$ cat src/rtl/mem_port_arbiter.sv
// mem_port_arbiter: shares one fixed-latency RAM port between fetch and data requesters; ARB_FAIR_EN enables alternating tie-break
module mem_port_arbiter #(
  parameter int MEM_LAT = 2
) (
  input  logic        clk,
  input  logic        rst,
  input  logic        inst_ren,
  input  logic [31:0] inst_addr,
  output logic [31:0] inst_data,
  output logic        inst_stall,
  input  logic        mem_ren,
  input  logic        mem_wen,
  input  logic [31:0] mem_addr,
  input  logic [31:0] mem_dout,
  output logic [31:0] mem_din,
  output logic        mem_stall,
  output logic        ram_cs,
  output logic        ram_we,
  output logic [31:0] ram_addr,
  output logic [31:0] ram_dout,
  input  logic [31:0] ram_din
);
  typedef enum logic [2:0] {IDLE, INST, DATA, RESP_I, RESP_D} state_t;
  localparam logic [3:0] CNT_INIT = 4'(MEM_LAT - 1);
  state_t state;
  logic [31:0] lat_addr, lat_wdata;
  logic [3:0] cnt;
  logic lat_we, busy, data_req, grant_d;
  assign data_req = mem_ren | mem_wen;
`ifdef ARB_FAIR_EN
  logic last_grant;
  // last_grant: 1 = data was served last, so a tie now goes to fetch
  assign grant_d = data_req & ~(inst_ren & last_grant);
`else
  assign grant_d = data_req;
`endif
  assign busy = (state == INST) | (state == DATA);
  assign ram_cs = busy;
  assign ram_we = (state == DATA) & lat_we;
  assign ram_addr = busy ? lat_addr : '0;
  assign ram_dout = busy ? lat_wdata : '0;
  assign inst_stall = inst_ren & (state != RESP_I);
  assign mem_stall = data_req & (state != RESP_D);
  always_ff @(posedge clk) begin
    if (rst) begin
      state <= IDLE;
      cnt <= '0;
      lat_addr <= '0;
      lat_wdata <= '0;
      lat_we <= 1'b0;
      inst_data <= '0;
      mem_din <= '0;
`ifdef ARB_FAIR_EN
      last_grant <= 1'b0;
`endif
    end else begin
      case (state)
        IDLE:
          if (grant_d) begin
            state <= DATA;
            lat_addr <= mem_addr;
            lat_wdata <= mem_dout;
            lat_we <= mem_wen;
            cnt <= CNT_INIT;
`ifdef ARB_FAIR_EN
            last_grant <= 1'b1;
`endif
          end else if (inst_ren) begin
            state <= INST;
            lat_addr <= inst_addr;
            lat_we <= 1'b0;
            cnt <= CNT_INIT;
`ifdef ARB_FAIR_EN
            last_grant <= 1'b0;
`endif
          end
        INST, DATA: begin
          cnt <= cnt - 4'd1;
          if (cnt == 4'd0) begin
            if (state == INST) inst_data <= ram_din;
            else if (!lat_we) mem_din <= ram_din;
            state <= (state == INST) ? RESP_I : RESP_D;
          end
        end
        default: state <= IDLE;
      endcase
    end
  end
endmodule

$ cat config.mk
export PLATFORM = sky130hd
export DESIGN_NAME = mem_port_arbiter
export DESIGN_NICKNAME = d
export VERILOG_FILES = /design/src/rtl/mem_port_arbiter.sv
export SDC_FILE = /design/constraint.sdc
export NUM_CORES = 1
export LEC_CHECK = 0
export CAP_MARGIN = 5
export CORE_AREA = 3 3 120 122
export CTS_BUF_LIST = sky130_fd_sc_hd__clkbuf_16
export CTS_CLUSTER_SIZE = 30
export DETAILED_ROUTE_END_ITERATION = 8
export DIE_AREA = 0 0 123 125
export PLACE_DENSITY = 0.87
export SYNTH_ARGS = -nofsm -noshare
export SYNTH_HDL_FRONTEND = slang
export SYNTH_SLANG_ARGS = --single-unit
$ cat constraint.sdc
create_clock -name clk -period 4.9 [get_ports clk]
set_clock_uncertainty 0.15 [all_clocks]
set_input_delay 0.98 -clock clk [delete_from_list [all_inputs] [get_ports clk]]
set_output_delay 0.98 -clock clk [all_outputs]
set_load 0.01 [all_outputs]
# After elaboration in Yosys (flattened, before gate mapping)
# Cells that the tools add are included.
[totals]
reg_bits = 136
inputBits = 133
output_inout_bits = 132
elab_cells = 46
[classes]
addsub = 1
n_eq_ne = 6
n_mux = 14
bitwise = 7
reduce_logical = 11
[op_table]
columns = ["cell", "count"]
rows = [
  ["$mux 32", 4],
  ["$mux 3", 4],
  ["$mux 4", 2],
  ["$pmux 4 s2", 1],
  ["$reduce_and 2->1", 4],
  ["$ne 3x3->1 const B", 2],
  ["$pmux 3 s2", 1],
  ["$logic_not 4->1", 1],
  ["$reduce_and 4->1", 1],
  ["$reduce_bool 2->1", 2],
  ["$sub 4x1->4 const B", 1],
  ["$and 1x1->1", 3],
  ["$eq 3x1->1 const B", 1],
  ["$eq 3x2->1 const B", 1],
  ["$logic_not 3->1", 1],
  ["$ne 3x2->1 const B", 1],
  ["$reduce_and 3->1", 1],
  ["$mux 1", 2],
  ["$ne 2x2->1 const B", 1],
  ["$not 1->1", 2],
  ["$or 1x1->1", 2],
  ["$reduce_or 2->1", 1],
]

# Longest topological paths before layout
[depth]
depth_word = 4
mapped_depth = 7
ltp_nobuf = 5

# Worst setup path before layout
# OpenSTA, ideal clock, no wires.
[synth_path]
path_type = "input port to output port"
start = "input mem_wen"
end = "output mem_stall"
t_arrival_ns = 1.477
required_time_ns = 3.770
slack_ns = 2.293
cell_stages = 3
path_cell_list = "nor2_1 clkbuf_1 a21oi_1"
[synth_via]
elab_chain_len = 2
[synth_lines]
columns = ["item", "line_no", "rtl"]
rows = [
  ["start: declaration", "12", "input logic mem_wen,"],
  ["$or 1x1->1", "29", "assign data_req = mem_ren | mem_wen;"],
  ["$and 1x1->1", "43", "assign mem_stall = data_req & (state != RESP_D);"],
  ["end: declaration", "16", "output logic mem_stall,"],
]
# Every way passes these cells.

# Worst setup path in the final report
[layout_path]
start = "register state[0]"
end = "output ram_dout[21]"
[layout_via]
elab_chain_len = 3
[layout_lines]
columns = ["item", "line_no", "rtl"]
rows = [
  ["start: declaration", "25", "state_t state;"],
  ["start signal: assignment", "82", "state <= (state == INST) ? RESP_I : RESP_D;"],
  ["$eq 3x1->1 / $eq 3x2->1 (equally long branches)", "37", "assign busy = (state == INST) | (state == DATA);"],
  ["$or 1x1->1 *", "37", ""],
  ["$mux 32 *", "41", "assign ram_dout = busy ? lat_wdata : '0;"],
  ["end: declaration", "20", "output logic [31:0] ram_dout,"],
]
# Mark *: on every way between the ends. The rest lies on a longest branch, timed or not.

==> impl_metrics.csv <==
group,metric,value,unit
run_status,status,"finished clean",
routing,detailroute.via_count,6371,
timing,grt_setup_unrepaired,"false",
setup_path,rr_startpoint,"state[0]",
timing,timing.final.max_slew_violations,0,
grt,grt_first_pass_wirelength,30500,µm
placed_design,post-place-ws,1.25,ns
floorplan,floorplan.io_pins,265,
setup_path,critical_path.startpoint,"state[0]",
yosys,post-synth-top-area-fraction,0.440,
final_layout,layout.cell_area.non_filler,9300,µm²
yosys,post_synth_mux_area_share,0.0536,
timing,postLayoutSetupSlackWorst,0.769,ns
routing,post-route-drc-count,0,
clocking,clock_tree_from_tritoncts,"done",
floorplan,initial_utilization,0.465,
yosys,synth_warn,0,
setup_path,worst-setup-path-type,"reg2out",
timing,period_share,0.843,
yosys,synthesis.area,6180,µm²
final_layout,drive_above_1_share,0.0454,
power,internal_power,2460,µW
grt,grt-ovfl-total,0,
setup_path,timing.reg2reg.worst_path_depth,4,
floorplan,design.die.area,15400,µm²
grt,grt_use_met3,0.0831,
yosys,ys_seq_area_frac,0.440,
grt,grt.total_usage,0.246,
timing,tightest_slew,1.12,ns
setup_path,worst-endpoint-arrival,3.00,ns
routing,drtIter0Drc,509,
floorplan,num_rows,42,
setup_path,start_kind,"flop",
final_layout,syn2layout_area_growth,50.4,%
clocking,hold_buffers,0,
yosys,synth_enable_flop_cells,0,
clocking,clock_latency_at_the_later_pin_of_the_worst_skew_pair,0.41,ns
yosys,synth.lib_cells_used.distinct,38,
setup_path,r2r_end,"lat_addr[26]",
clocking,clock_tree.root_cell,"sky130_fd_sc_hd__clkbuf_16",
yosys,synth_top_cells_by_count,"sky130_fd_sc_hd__dfxtp_1 (136), sky130_fd_sc_hd__a21oi_1 (100), sky130_fd_sc_hd__nand2_1 (65), sky130_fd_sc_hd__nand2b_1 (65), sky130_fd_sc_hd__o21ai_0 (65)",
routing,final_antenna_net_count,0,
yosys,main_combinational_cell_family_by_area_after_synthesis,"simple AND/OR/NAND/NOR gates",
yosys,ys_top_cells_by_area,"sky130_fd_sc_hd__dfxtp_1 (44%), sky130_fd_sc_hd__a21oi_1 (8.1%), sky130_fd_sc_hd__nand2b_1 (6.6%)",
placed_design,dp_hpwl,13000,µm
grt,grtUsageMet1,0.293,
timing,timing.fmax,0.242,GHz
grt,largest_net_degree_at_the_start_of_global_routing,129,
yosys,synth_compound_gate_area_share,0.191,
yosys,synthArstFlopShare,0,
floorplan,placeableCoreArea,13300,µm²
yosys,synth_simple_gate_area_frac,0.248,
yosys,post_synth.cell_area_avg,8.25,µm²
clocking,htree_num_levels,4,
power,switching_power,1230,µW
clocking,max-clock-path-buffers,2,
routing,detail_route.wl_per_cell,17.4,µm
routing,wirelength,19900,µm
clocking,cts_num_sinks,136,
power,power.clock.fraction,0.286,
final_layout,num_antenna_cells,0,
final_layout,num-nets-final,1095,
power,power_per_cell_area,397,nW/µm²
grt,first_global_vias,5942,
setup_path,timing.critical_path.required,3.77,ns
yosys,synth.ff_latch_count,136,
grt,antenna_found_initial,0,
setup_path,timing.critical_path.fanout_max,38,
setup_path,critPathCaptureType,"primary output",
clocking,cts_buffers,17,
run,max-cap-violations,0,
yosys,yosys.area_share.xor_xnor,0.00283,
yosys,post_synth_fa_ha_maj_area_fraction,0.00405,
yosys,post-synth-top-count-cell,"sky130_fd_sc_hd__dfxtp_1",
clocking,post_cts_buffers,0,
clocking,clk_pin_slew_worst_paths,0.06,ns
power,combinational_power_share,0.339,
timing,finalSetupViolations,0,
grt,grt-busiest-layer,"met2",
placed_design,buffer_ports.inserted,264,
power,leakage,0.00350,µW
yosys,synth_top_flop_cell,"sky130_fd_sc_hd__dfxtp_1",
power,switching_share,0.333,
timing,slew-limit-headroom,0.251,
floorplan,die_h,125,µm
timing,setup_total_negative_slack,0,ns
yosys,synthesized_instance_count,749,
setup_path,cp-endpoint,"ram_dout[21]",
placed_design,place.gp.congestion,0.849,
power,vdd_ir_drop_max,0.243,mV
floorplan,die-width,123,µm
grt,gr-usage-met2,0.409,
hold_path,holdCritPathClass,"reg2reg",
routing,avgViaCountPerCell,5.56,
placed_design,place_area,8820,µm²
timing,finalCriticalPeriod,4.13,ns
setup_path,rrSetupSlack,2.23,ns
clocking,cts.repair.resized,0,
yosys,syn_nets,884,
yosys,post-synth-top-area-cell,"sky130_fd_sc_hd__dfxtp_1",
routing,first_pass_iters,5,
power,pwr-share-seq,0.375,
timing,whs,0.321,ns
timing,timing.final.hold_violations,0,
## final cells by class
type	count	area (µm²)
inverter	4	15.0
clock buffer	17	425
clock inverter	11	48.8
timing repair buffer	276	2730
sequential	136	2720
multi-input combinational	525	3130
fill	1051	4000
tap	176	220
## cells in the final DEF (no fill, tap or decap), drive strengths merged, types with 2 or more instances in the layout
| cell | Yosys | layout |
|---|---|---|
| mux2i | 32 | 32 |
| ha | 2 | 2 |
| or4 | 2 | 2 |
| clkinv | 0 | 6 |
| or3 | 3 | 3 |
| o221ai | 2 | 2 |
| nor4 | 3 | 3 |
| inv | 4 | 8 |
| a311oi | 32 | 32 |
| nor3b | 3 | 3 |
| nand3 | 64 | 64 |
| o21ai | 65 | 65 |
| nor2 | 4 | 4 |
| a31oi | 3 | 3 |
| nor2b | 2 | 2 |
| and3 | 64 | 64 |
| buf | 20 | 13 |
| nor3 | 2 | 2 |
| clkdlybuf4s50 | 0 | 263 |
| or3b | 2 | 2 |
| a21oi | 100 | 100 |
| nand2 | 65 | 65 |
| clkbuf | 64 | 17 |
| dfxtp | 136 | 136 |
| nand2b | 65 | 65 |
## power groups by stage
stage	sequential [µW]	combinational [µW]	clock [µW]
after floorplan	1380	724	0
after global placement	1400	1220	0
after detailed placement	1400	1240	0
after CTS	1380	1240	1080
after global routing	1400	1350	1120
final	1380	1250	1060
## critical path, stage by stage, from the launching register on
cell and delay (ns):
sky130_fd_sc_hd__dfxtp_1 0.74, sky130_fd_sc_hd__xor2_4 0.64, sky130_fd_sc_hd__buf_4 0.42, sky130_fd_sc_hd__and3_1 0.22, sky130_fd_sc_hd__clkdlybuf4s50_1 0.54
## metrics by stage
stage | power [µW] | instances | util
after floorplan | 2110 | 749 | -
after global placement | 2620 | 1117 | 0.663
after detailed placement | 2640 | 1117 | 0.663
after CTS | 3710 | 1145 | 0.699
after global routing | 3870 | 1145 | 0.699
final | 3690 | 1145 | 0.699
## kinds of logic (layout without fill, tap and decap cells)
group / after synthesis / in the layout
XOR/XNOR: 2 / 2
buffers and inverters: 88 / 308
AND/OR/NAND/NOR: 281 / 281
adder cells (fa/ha/maj): 2 / 2
multiplexers: 33 / 33
AO/OA/AOI/OAI: 207 / 207
flip-flops: 136 / 136
## state kept, by name, indices dropped and copies added (netlist names)
name and flops:
inst_data 32, lat_addr 32, lat_wdata 32, mem_din 32
cnt 4, state 3, lat_we 1
## worst min path at each step
stage	from	to	cells past startpoint
finish	lat_wdata[13]	lat_wdata[13]	2
global route	mem_din[2]	mem_din[2]	2
CTS	lat_wdata[13]	lat_wdata[13]	2
detailed placement	mem_din[0]	mem_din[0]	2
global placement	lat_wdata[31]	lat_wdata[31]	2
floorplan	lat_wdata[31]	lat_wdata[31]	2
## metal layers
metal / part of all wire / vias up
met5: 0 / -
met2: 0.48 / 281
met4: 0.029 / 0
met1: 0.40 / 2973
met3: 0.092 / 42
li1: - / 3075
No activity file was read; power rests on OpenSTA's default activity.
